[src/rtl/isa_pkg.sv]
// Shared ISA definitions for the instruction encoder/loader: field positions,
// instruction ID and opcode constants, encoding forms and the loader FSM states.
package isa_pkg;

  // Bit positions of the machine-word fields
  localparam int OP_LSB = 26;
  localparam int RS_LSB = 21;
  localparam int RT_LSB = 16;
  localparam int RD_LSB = 11;
  localparam int SH_LSB = 6;
  localparam int FN_LSB = 0;

  // Instruction IDs (decoder numbering, 1-29)
  localparam logic [31:0] ID_MIN       = 32'd1;
  localparam logic [31:0] ID_ALU_LAST  = 32'd4;
  localparam logic [31:0] ID_I5        = 32'd5;
  localparam logic [31:0] ID_I6        = 32'd6;
  localparam logic [31:0] ID_R7        = 32'd7;
  localparam logic [31:0] ID_R8        = 32'd8;
  localparam logic [31:0] ID_I9        = 32'd9;
  localparam logic [31:0] ID_I10       = 32'd10;
  localparam logic [31:0] ID_SHIFT_A   = 32'd11;
  localparam logic [31:0] ID_SHIFT_B   = 32'd12;
  localparam logic [31:0] ID_I_FIRST   = 32'd13;
  localparam logic [31:0] ID_I_LAST    = 32'd20;
  localparam logic [31:0] ID_J_FIRST   = 32'd21;
  localparam logic [31:0] ID_J_LAST    = 32'd23;
  localparam logic [31:0] ID_R24       = 32'd24;
  localparam logic [31:0] ID_I25       = 32'd25;
  localparam logic [31:0] ID_SYS_FIRST = 32'd26;
  localparam logic [31:0] ID_MAX       = 32'd29;

  // Opcodes that are not a plain offset of the ID
  localparam logic [5:0] OP_ALU   = 6'd0;
  localparam logic [5:0] OP_R7    = 6'd3;
  localparam logic [5:0] OP_R8    = 6'd4;
  localparam logic [5:0] OP_SHIFT = 6'd7;
  localparam logic [5:0] OP_R24   = 6'd19;
  localparam logic [5:0] OP_I25   = 6'd20;
  localparam logic [5:0] OP_SYS   = 6'd21;
  localparam logic [5:0] FN_NONE  = 6'd0;

  typedef enum logic [2:0] {FORM_BAD, FORM_R, FORM_I, FORM_SH, FORM_J, FORM_SYS} form_t;

  typedef enum logic [2:0] {ST_IDLE, ST_RUN, ST_WRITE, ST_DONE, ST_HALT} state_t;

  // Register/shift form: op | rs | rt | rd | sh | fn
  function automatic logic [31:0] pack_r(input logic [5:0] op, input logic [4:0] rs,
                                         input logic [4:0] rt, input logic [4:0] rd,
                                         input logic [4:0] sh, input logic [5:0] fn);
    logic [31:0] w;
    w = '0;
    w[OP_LSB +: 6] = op;
    w[RS_LSB +: 5] = rs;
    w[RT_LSB +: 5] = rt;
    w[RD_LSB +: 5] = rd;
    w[SH_LSB +: 5] = sh;
    w[FN_LSB +: 6] = fn;
    return w;
  endfunction

  // Immediate form: op | rs | rt | imm16
  function automatic logic [31:0] pack_i(input logic [5:0] op, input logic [4:0] rs,
                                         input logic [4:0] rt, input logic [15:0] imm);
    logic [31:0] w;
    w = '0;
    w[OP_LSB +: 6] = op;
    w[RS_LSB +: 5] = rs;
    w[RT_LSB +: 5] = rt;
    w[15:0]        = imm;
    return w;
  endfunction

  // Jump form: op | target26
  function automatic logic [31:0] pack_j(input logic [5:0] op, input logic [25:0] tgt);
    logic [31:0] w;
    w = '0;
    w[OP_LSB +: 6] = op;
    w[25:0]        = tgt;
    return w;
  endfunction

endpackage

[src/rtl/instr_encode.sv]
// Combinational encoder: decoded tuple (id, rs, rt, rd) to a 32-bit machine word,
// with flags for unknown IDs and operands that do not fit their fields.
module instr_encode
  import isa_pkg::*;
(
  input  logic [31:0] id,
  input  logic [31:0] rs,
  input  logic [31:0] rt,
  input  logic [31:0] rd,
  output logic [31:0] word,
  output logic        illegal,
  output logic        range_err
);

  logic       rs_big, rt_big, rd_big, imm_big, tgt_big;
  logic [5:0] id6;
  form_t      form;
  logic [5:0] op;
  logic [5:0] fn;

  assign rs_big  = (rs > 32'd31);
  assign rt_big  = (rt > 32'd31);
  assign rd_big  = (rd > 32'd31);
  // Immediate must survive a round trip through its sign-extended low half
  assign imm_big = (rt != {{16{rt[15]}}, rt[15:0]});
  assign tgt_big = (rs[31:26] != 6'd0);
  // Low ID bits only feed offsets; the full ID decides the class below
  assign id6     = id[5:0];

  // Classify the ID into an encoding form and pick opcode / function code
  always_comb begin
    form = FORM_BAD;
    op   = OP_ALU;
    fn   = FN_NONE;
    if (id >= ID_MIN && id <= ID_ALU_LAST) begin
      form = FORM_R;  op = OP_ALU;  fn = id6 - 6'd1;
    end else if (id == ID_R7) begin
      form = FORM_R;  op = OP_R7;
    end else if (id == ID_R8) begin
      form = FORM_R;  op = OP_R8;
    end else if (id == ID_R24) begin
      form = FORM_R;  op = OP_R24;
    end else if (id == ID_I5 || id == ID_I6 || id == ID_I9 || id == ID_I10) begin
      form = FORM_I;  op = id6 - 6'd4;
    end else if (id >= ID_I_FIRST && id <= ID_I_LAST) begin
      form = FORM_I;  op = id6 - 6'd5;
    end else if (id == ID_I25) begin
      form = FORM_I;  op = OP_I25;
    end else if (id == ID_SHIFT_A || id == ID_SHIFT_B) begin
      form = FORM_SH; op = OP_SHIFT; fn = id6 - 6'd11;
    end else if (id >= ID_J_FIRST && id <= ID_J_LAST) begin
      form = FORM_J;  op = id6 - 6'd5;
    end else if (id >= ID_SYS_FIRST && id <= ID_MAX) begin
      form = FORM_SYS; op = OP_SYS; fn = id6 - 6'd26;
    end
  end

  // Assemble the word for the selected form and check that every field fits
  always_comb begin
    word      = '0;
    illegal   = 1'b0;
    range_err = 1'b0;
    case (form)
      FORM_R: begin
        word      = pack_r(op, rs[4:0], rt[4:0], rd[4:0], 5'd0, fn);
        range_err = rs_big | rt_big | rd_big;
      end
      FORM_I: begin
        // rd lands in the rt slot; rt carries the immediate
        word      = pack_i(op, rs[4:0], rd[4:0], rt[15:0]);
        range_err = rs_big | rd_big | imm_big;
      end
      FORM_SH: begin
        word      = pack_r(op, rs[4:0], rd[4:0], 5'd0, rt[4:0], fn);
        range_err = rs_big | rd_big | rt_big;
      end
      FORM_J: begin
        word      = pack_j(op, rs[25:0]);
        range_err = tgt_big;
      end
      FORM_SYS: begin
        word = pack_r(op, 5'd0, 5'd0, 5'd0, 5'd0, fn);
      end
      default: begin
        illegal = 1'b1;
      end
    endcase
  end

endmodule

[src/rtl/instr_encode_loader.sv]
// Program loader: encodes a stream of decoded tuples and writes the words to
// instruction memory from a base address, with sticky error reporting.
module instr_encode_loader
  import isa_pkg::*;
#(
  parameter int ADDR_W    = 10,
  parameter int MEM_DEPTH = 1024
) (
  input  logic              clk,
  input  logic              rst_n,
  input  logic              start,
  input  logic [ADDR_W-1:0] base_addr,
  input  logic              in_valid,
  output logic              in_ready,
  input  logic              in_last,
  input  logic [31:0]       in_id,
  input  logic [31:0]       in_rs,
  input  logic [31:0]       in_rt,
  input  logic [31:0]       in_rd,
  output logic              mem_we,
  output logic [ADDR_W-1:0] mem_addr,
  output logic [31:0]       mem_wdata,
  input  logic              mem_ack,
  output logic              busy,
  output logic              done,
  output logic [ADDR_W:0]   count,
  output logic              err_illegal,
  output logic              err_range,
  output logic              err_overflow
);

  // One extra address bit so the pointer can step past the last word
  localparam logic [ADDR_W:0] DEPTH_L = (ADDR_W + 1)'(MEM_DEPTH);

  state_t          state_reg, state_next;
  logic [ADDR_W:0] addr_reg;
  logic [ADDR_W:0] count_reg;
  logic [31:0]     wdata_reg;
  logic            last_reg;
  logic            err_illegal_reg, err_range_reg, err_overflow_reg;

  logic [31:0] enc_word;
  logic        enc_illegal, enc_range;
  logic        word_bad, addr_ok, accept, start_ok;

  instr_encode u_encode (
    .id        (in_id),
    .rs        (in_rs),
    .rt        (in_rt),
    .rd        (in_rd),
    .word      (enc_word),
    .illegal   (enc_illegal),
    .range_err (enc_range)
  );

  assign word_bad = enc_illegal | enc_range;
  assign addr_ok  = (addr_reg < DEPTH_L);
  assign accept   = in_valid & in_ready;
  assign start_ok = start & ((state_reg == ST_IDLE) | (state_reg == ST_HALT));

  // State register
  always_ff @(posedge clk or negedge rst_n) begin
    if (!rst_n) state_reg <= ST_IDLE;
    else        state_reg <= state_next;
  end

  // Next-state and handshake/strobe outputs
  always_comb begin
    state_next = state_reg;
    in_ready   = 1'b0;
    mem_we     = 1'b0;
    done       = 1'b0;
    case (state_reg)
      ST_IDLE: begin
        if (start) state_next = ST_RUN;
      end
      ST_RUN: begin
        in_ready = 1'b1;
        if (in_valid) begin
          if (word_bad) begin
            if (in_last) state_next = ST_DONE;
          end else if (addr_ok) begin
            state_next = ST_WRITE;
          end else begin
            state_next = ST_HALT;
          end
        end
      end
      ST_WRITE: begin
        mem_we = 1'b1;
        if (mem_ack) state_next = last_reg ? ST_DONE : ST_RUN;
      end
      ST_DONE: begin
        done       = 1'b1;
        state_next = ST_IDLE;
      end
      ST_HALT: begin
        if (start) state_next = ST_RUN;
      end
      default: state_next = ST_IDLE;
    endcase
  end

  // Address, count, write data and sticky error flags
  always_ff @(posedge clk or negedge rst_n) begin
    if (!rst_n) begin
      addr_reg         <= '0;
      count_reg        <= '0;
      wdata_reg        <= '0;
      last_reg         <= 1'b0;
      err_illegal_reg  <= 1'b0;
      err_range_reg    <= 1'b0;
      err_overflow_reg <= 1'b0;
    end else begin
      if (start_ok) begin
        addr_reg         <= {1'b0, base_addr};
        count_reg        <= '0;
        err_illegal_reg  <= 1'b0;
        err_range_reg    <= 1'b0;
        err_overflow_reg <= 1'b0;
      end
      if (accept) begin
        if (enc_illegal) err_illegal_reg <= 1'b1;
        if (enc_range)   err_range_reg   <= 1'b1;
        if (!word_bad) begin
          wdata_reg <= enc_word;
          last_reg  <= in_last;
          if (!addr_ok) err_overflow_reg <= 1'b1;
        end
      end
      if (state_reg == ST_WRITE && mem_ack) begin
        addr_reg  <= addr_reg + 1'b1;
        count_reg <= count_reg + 1'b1;
      end
    end
  end

  assign mem_addr     = addr_reg[ADDR_W-1:0];
  assign mem_wdata    = wdata_reg;
  assign busy         = (state_reg != ST_IDLE);
  assign count        = count_reg;
  assign err_illegal  = err_illegal_reg;
  assign err_range    = err_range_reg;
  assign err_overflow = err_overflow_reg;

endmodule

[config.mk]
export PLATFORM = sky130hd
export DESIGN_NAME = instr_encode_loader
export DESIGN_NICKNAME = d
export VERILOG_FILES = /design/src/rtl/isa_pkg.sv /design/src/rtl/instr_encode.sv /design/src/rtl/instr_encode_loader.sv
export SDC_FILE = /design/constraint.sdc
export NUM_CORES = 1
export LEC_CHECK = 0
export BUFFER_PORTS_ARGS = -buffer_cell sky130_fd_sc_hd__buf_2
export CAP_MARGIN = 25
export CELL_PAD_IN_SITES_DETAIL_PLACEMENT = 1
export CELL_PAD_IN_SITES_GLOBAL_PLACEMENT = 2
export CORE_MARGIN = 3
export CORE_UTILIZATION = 27
export DETAILED_ROUTE_END_ITERATION = 10
export PLACE_DENSITY = 0.78
export SLEW_MARGIN = 20
export SYNTH_ARGS = -nofsm -noshare
export SYNTH_HDL_FRONTEND = slang
export SYNTH_SLANG_ARGS = --single-unit
[constraint.sdc]
create_clock -name clk -period 2.07 [get_ports clk]
set_input_delay 0 -clock clk [delete_from_list [all_inputs] [get_ports clk]]
set_output_delay 0 -clock clk [all_outputs]
set_load 0.02 [all_outputs]
; ---- Word-level counts from Yosys, hierarchy flattened
; Cells that the tools add are included.
[word_totals]
word_cells = 136
regBits = 61
inputBits = 144
out_inout_bits = 60
[classes]
mux = 58
n_eq_ne = 24
magnitude_cmp = 12
bitwise = 10
reduce_logical = 17
addsub = 7
[op_table]
columns = cell, n
row1 = $eq 32x4->1 const B, 5
row2 = $pmux 32 s5, 1
row3 = $mux 6, 19
row4 = $eq 32x3->1 const B, 3
row5 = $gt 32x5->1 const B, 3
row6 = $le 32x5->1 const B, 3
row7 = $eq 32x5->1 const B, 2
row8 = $ge 32x5->1 const B, 2
row9 = $mux 3, 16
row10 = $mux 11, 4
row11 = $ge 32x1->1 const B, 1
row12 = $ge 32x4->1 const B, 1
row13 = $le 32x3->1 const B, 1
row14 = $add 11x1->11 const B, 2
row15 = $ne 16x16->1, 1
row16 = $mux 1, 14
row17 = $eq 3x2->1 const B, 4
row18 = $sub 6x3->6 const B, 2
row19 = $lt 11x11->1 const B, 1
row20 = $eq 3x3->1 const B, 3
row21 = $pmux 3 s3, 1
row22 = $or 1x1->1, 7
row23 = $eq 3x1->1 const B, 2
row24 = $reduce_bool 6->1, 1
row25 = 20 further kinds, 29

; ---- Depth between registers and ports, before layout
[logic_depth]
depth_word = 19
depth_mapped = 13
mapped_depth_nobuf = 9

; ---- Cells and area by module
; From an unflattened synthesis, not the netlist that was laid out.
[unflattened]
hier_cells = 514
hier_area_um2 = 4674.5
[modules_own_cells]
columns = module, cells_per_inst, area_each_um2, seq_area_each_um2, n_inst
row1 = instr_encode_loader, 227, 2803.9, 1526.5, 1
row2 = instr_encode, 287, 1870.5, 0.0, 1

; ---- Least setup slack after synthesis
; Ideal clock, no wire load.
[synth_timing]
path_kind = input to register
start = input port in_id[2]
end = register wdata_reg[11] (netlist: mem_wdata[11])
setup_ps = 125
t_arrival_ps = 2748
n_path_buf = 4
path_slack_ps = -803
path_stages = 13
required_time_ps = 1945
cell_sequence = clkbuf_1 -> inv_1 -> ha_1 -> clkbuf_1 -> a21o_1 -> a41oi_1 -> or4_1 -> buf_2 -> a21o_1 -> and2_4 -> buf_6 -> nor3_4 -> mux2_4
[synth_between]
elab_chain_len = 18
elab_cells_between_ends = 48
classes_between = 8 x order compare / 15 x eq/ne / 13 x mux / 2 x bitwise / 10 x reduce/logical
[synth_rtl]
columns = element, line_no
row1 = start: declaration, instr_encode_loader.sv:16  ; input logic [31:0] in_id,
row2 = $ge 32x5->1 / $le 32x5->1 (equally long branches), instr_encode.sv:53  ; end else if (id >= ID_SYS_FIRST && id <= ID_MAX) begin
row3 = $logic_and 1x1->1, instr_encode.sv:53
row4 = $mux 3, instr_encode.sv:53
row5 = $mux 3, instr_encode.sv:51  ; end else if (id >= ID_J_FIRST && id <= ID_J_LAST) begin
row6 = $mux 3, instr_encode.sv:49  ; end else if (id == ID_SHIFT_A || id == ID_SHIFT_B) begin
row7 = $mux 3, instr_encode.sv:47  ; end else if (id == ID_I25) begin
row8 = $mux 3, instr_encode.sv:45  ; end else if (id >= ID_I_FIRST && id <= ID_I_LAST) begin
row9 = $mux 3, instr_encode.sv:43  ; end else if (id == ID_I5 || id == ID_I6 || id == ID_I9 || id == ID_I10) begin
row10 = [2 not listed], n/a
row11 = $mux 3, instr_encode.sv:37  ; end else if (id == ID_R7) begin
row12 = $mux 3 (*), instr_encode.sv:35  ; if (id >= ID_MIN && id <= ID_ALU_LAST) begin
row13 = $eq 3x3->1 (tied with other cells), instr_encode.sv:63  ; case (form)
row14 = $reduce_or 5->1 (no source line), n/a
row15 = $mux 1, instr_encode.sv:63
row16 = $or 1x1->1, instr_encode_loader.sv:56  ; assign word_bad = enc_illegal | enc_range;
row17 = $not 1->1 (no source line), n/a
row18 = $reduce_and 2->1 (no source line), n/a
row19 = end signal: assignment, instr_encode_loader.sv:126  ; wdata_reg <= enc_word;
row20 = end: declaration, instr_encode_loader.sv:38  ; logic [31:0] wdata_reg;
; Mark *: on every way between the ends. The rest lies on a longest branch, timed or not.
; A chain may end at the register's enable or synchronous reset.

; ---- Worst setup path after layout
[layout_timing]
start = input port in_id[1]
end = register wdata_reg[27] (netlist: mem_wdata[27])
[layout_between]
elab_chain_len = 18
elab_cells_between_ends = 59
classes_between = 2 x add/sub / 8 x order compare / 15 x eq/ne / 22 x mux / 2 x bitwise / 10 x reduce/logical
[layout_rtl]
columns = element, line_no
row1 = $ge 32x5->1 / $le 32x5->1 (equally long branches), instr_encode.sv:53
row2 = $logic_and 1x1->1, instr_encode.sv:53
row3 = $mux 3, instr_encode.sv:53
row4 = $mux 3, instr_encode.sv:51
row5 = $mux 3, instr_encode.sv:49
row6 = $mux 3, instr_encode.sv:47
row7 = $mux 3, instr_encode.sv:45
row8 = $mux 3, instr_encode.sv:43
row9 = [2 not listed], n/a
row10 = $mux 3, instr_encode.sv:37
row11 = $mux 3, instr_encode.sv:35
row12 = $eq 3x3->1 (tied with other cells), instr_encode.sv:63
row13 = $reduce_or 5->1 (no source line), n/a
row14 = $mux 1, instr_encode.sv:63
row15 = $or 1x1->1, instr_encode_loader.sv:56
row16 = $not 1->1 (no source line), n/a
row17 = $reduce_and 2->1 (no source line), n/a
; Several ways; a longest one is shown, not always the timed one.

==> results.md <==
* Root Driver: clkbuf_16
* GRT Overall Usage at 0.231
* Synth top cells by count: dfrtp_1 (61), nand2_1 (50), nor2_1 (41), nor4_1 (29), o21ai_0 (26)
* Sw frac at 0.328
* Chip Height at between 100 and 150 um
* Tcrit/Tclk final at 1.11
* Post-synthesis sequential area ratio at 0.325
* Mapped Cells at 518
* Status: finished, violations left
* TritonRoute pass-1 iters at 5
* DR DRC count at 0
* Fmax at roughly 440 MHz
* DR WL/cell at 20.3 um
* Flop pwr share at 0.335
* Final worst slack at -0.222 ns
* Hold Crit Class: in -> reg
* Number of synthesized flops with an enable pin at 0
* Final setup TNS at -6.45 ns
* Critical setup path kind: in -> reg
* GR Overflow Total at 0
* Sink Count at just over 60
* Max-Cap Viols at 0
* Post-synth ARST share at 1.00
* Req. time, crit path at around 2.3 ns
* Area contributors post-synth: dfrtp_1 (32%), mux2_4 (7.7%), ha_1 (4.3%), nand2_1 (4.0%), nor4_1 (3.9%)
* Number of warnings issued by yosys at 0
* N_diodes at 0
* First DRT Iteration DRCs at ~220
* Final worst path period need at 2.29 ns
* Gpl congestion at between 0.9 and 1
* Initial antenna violation count at 0
* DR vias/cell at roughly 5.4
* Synth Net Count at between 600 and 700
* Hold Vio Cnt, Final at 0
* Via Count at ~5800
* Largest net degree at the start of global routing at 62
* Share of cells above drive strength 1 at 0.517
* Initial Util at 0.280
* Cell Area, Synth at 4700 um^2
* #FFs+latches synth at 61
* Fillers at a little over 2000
* Worst Path Arrival at between 2 and 3 ns
* Critical path peak fanout at 8
* CTS tree: yes
* Final WL at between 20000 and 25000 um
* Die area at about 19000 um^2
* Core ar. at about 17000 um^2
* VDD IR-drop max at about 0.43 mV
* DP Area at ~7000 um^2
* Power density over cell area at 574 nW/um^2
* Finish-stage setup viols at 36
* Clock Latency Late Sink at between 0.3 and 0.4 ns
* Share of the synthesized area in the top cell type at 0.325
* Post-route ant nets at 0
* Leak at approximately 3.8 nW
* Internal at approximately 3 mW
* Worst Tran Pin Value at roughly 0.79 ns
* Crit end category: flip-flop
* Logic pwr share at 0.299
* Clock Power Share at 0.367
* Floorplan row count at 47
* Count leader, synth: dfrtp_1
* Layout area overhead at 64.3%
* Final net count at approximately 1000
* Max reg flops at 32
* Die X at 138 um
* # IOs at just over 200
* Worst rel slew slack at 0.474
* Count of different cell masters after synthesis at 67
* Clock Skew at slightly below 0.008 ns
* Syn Area/Cell at 9.08 um^2
* PortBufs at approximately 200
* Worst Setup Start Kind: input port
* Clock Tree Buf Depth at 2
* Synth area leader: dfrtp_1
* Primary FF master, synth: dfrtp_1
* Vias in the first global route at between 6000 and 7000
* Violated checks: setup timing
* H-tree depth at 3
* Cts bufs inserted at 9
* RSZ-0062 raised after global routing: yes
* First-pass GRT wire length at approximately 34000 um
* Worst-path clk slew at about 0.050 ns
* DP Wirelength at ~18000 um
* Final Max Slew Viols at 0
* Cell area after layout at approximately 7700 um^2
* Switching pwr at ~1.5 mW
path summary, 6_finish.rpt:
path | start | end | slack, ns | cells past startpoint
worst max-delay path | in_id[1] | mem_wdata[27]$_DFFE_PN0P_ | -0.22 | 11
worst min-delay path | start | state_reg[2]$_DFFE_PN0P_ | 0.01 | 3
worst max register to register | state_reg[2]$_DFFE_PN0P_ | mem_wdata[14]$_DFFE_PN0P_ | 0.09 | 5
worst min register to register | count[10]$_DFFE_PN0P_ | count[10]$_DFFE_PN0P_ | 0.50 | 1
max in group asynchronous | rst_n | mem_wdata[3]$_DFFE_PN0P_ | 1.17 | 3
min in group asynchronous | rst_n | mem_wdata[16]$_DFFE_PN0P_ | 0.38 | 3
power groups by stage:
stage	clock network [mW]	logic (mW)	registers [mW]
after floorplan	0	0.726	1.48
after global routing	1.71	1.45	1.51
final	1.63	1.32	1.48
after CTS	1.65	1.31	1.48
after detailed placement	0	1.26	1.50
after global placement	0	1.22	1.48
metal layers:
metal,GRT usage,part of all wire,up-vias
met5,0,0,-
met4,0.0911,0.034,0
met3,0.0279,0.041,51
met2,0.412,0.51,175
met1,0.281,0.41,2892
li1,-,-,2707
cells by family (layout without fill, tap and decap cells):
kind of cell | Yosys count | count (layout) | synth area share
compound gates | 140 | 140 | 0.224
flops | 61 | 61 | 0.325
mux | 36 | 36 | 0.104
buf+inv | 41 | 390 | 0.0463
xor+xnor | 7 | 7 | 0.0130
fa+ha+maj | 16 | 16 | 0.0426
simple gates | 217 | 217 | 0.245
critical path, cell delays in order:
cell,delay [ns]
buf_8,0.09
buf_6,0.11
ha_4,0.13
and3b_1,0.19
a41oi_2,0.16
or4_4,0.55
a21o_4,0.25
a2111oi_4,0.39
nand2_2,0.13
buf_4,0.20
mux2_4,0.30
layout make-up:
cell class                      count  area [um^2]  share of cell area
Multi-Input combinational cell    416         3220               0.417
Timing Repair Buffer              364         2330               0.301
Sequential cell                    61         1530               0.198
Tap cell                          220          275              0.0356
Clock buffer                       11          243              0.0314
Clock inverter                      5         83.8              0.0109
Inverter                           10         50.0             0.00648
timing repair:
item | in CTS | in global routing
hold buffers | 13 | 0
gates cloned | 1 | 0
endpoints found under the hold margin | 73 | 0
setup buffers | 7 | 3
pin swaps | 14 | 13
resized for setup | 39 | 24
endpoints found under the setup margin | 38 | 42
metrics by stage:
stage          total power, mW  std cells  hold WS (ns)  worst slack, ns  utilization
2_1_floorplan             2.21        518        -0.296           -0.651            -
3_3_place_gp              2.70       1051         0.201           -0.709        0.413
3_5_place_dp              2.75       1051         0.225           -0.751        0.413
4_1_cts                   4.44       1086        0.0125           -0.199        0.455
5_1_grt                   4.67       1087        0.0259           -0.314        0.459
6_report                  4.43       1087        0.0106           -0.222        0.459
cells in the final DEF (no fill, tap or decap), types with 8 or more instances in the layout:
| cell type | n |
|---|---|
| buf_2 | 199 |
| o21ai_0 | 25 |
| a22oi_1 | 9 |
| nor2_1 | 40 |
| nor3_1 | 14 |
| a221oi_1 | 13 |
| nand4_1 | 13 |
| ha_1 | 9 |
| buf_4 | 142 |
| nand3_1 | 21 |
| nand2_1 | 47 |
| o211ai_1 | 12 |
| and3_1 | 8 |
| clkbuf_16 | 9 |
| a21oi_1 | 11 |
| dlygate4sd3_1 | 13 |
| nor4_1 | 25 |
| dfrtp_1 | 61 |
| mux2_4 | 29 |
| a22o_1 | 8 |
(Power assumes the default switching activity.)
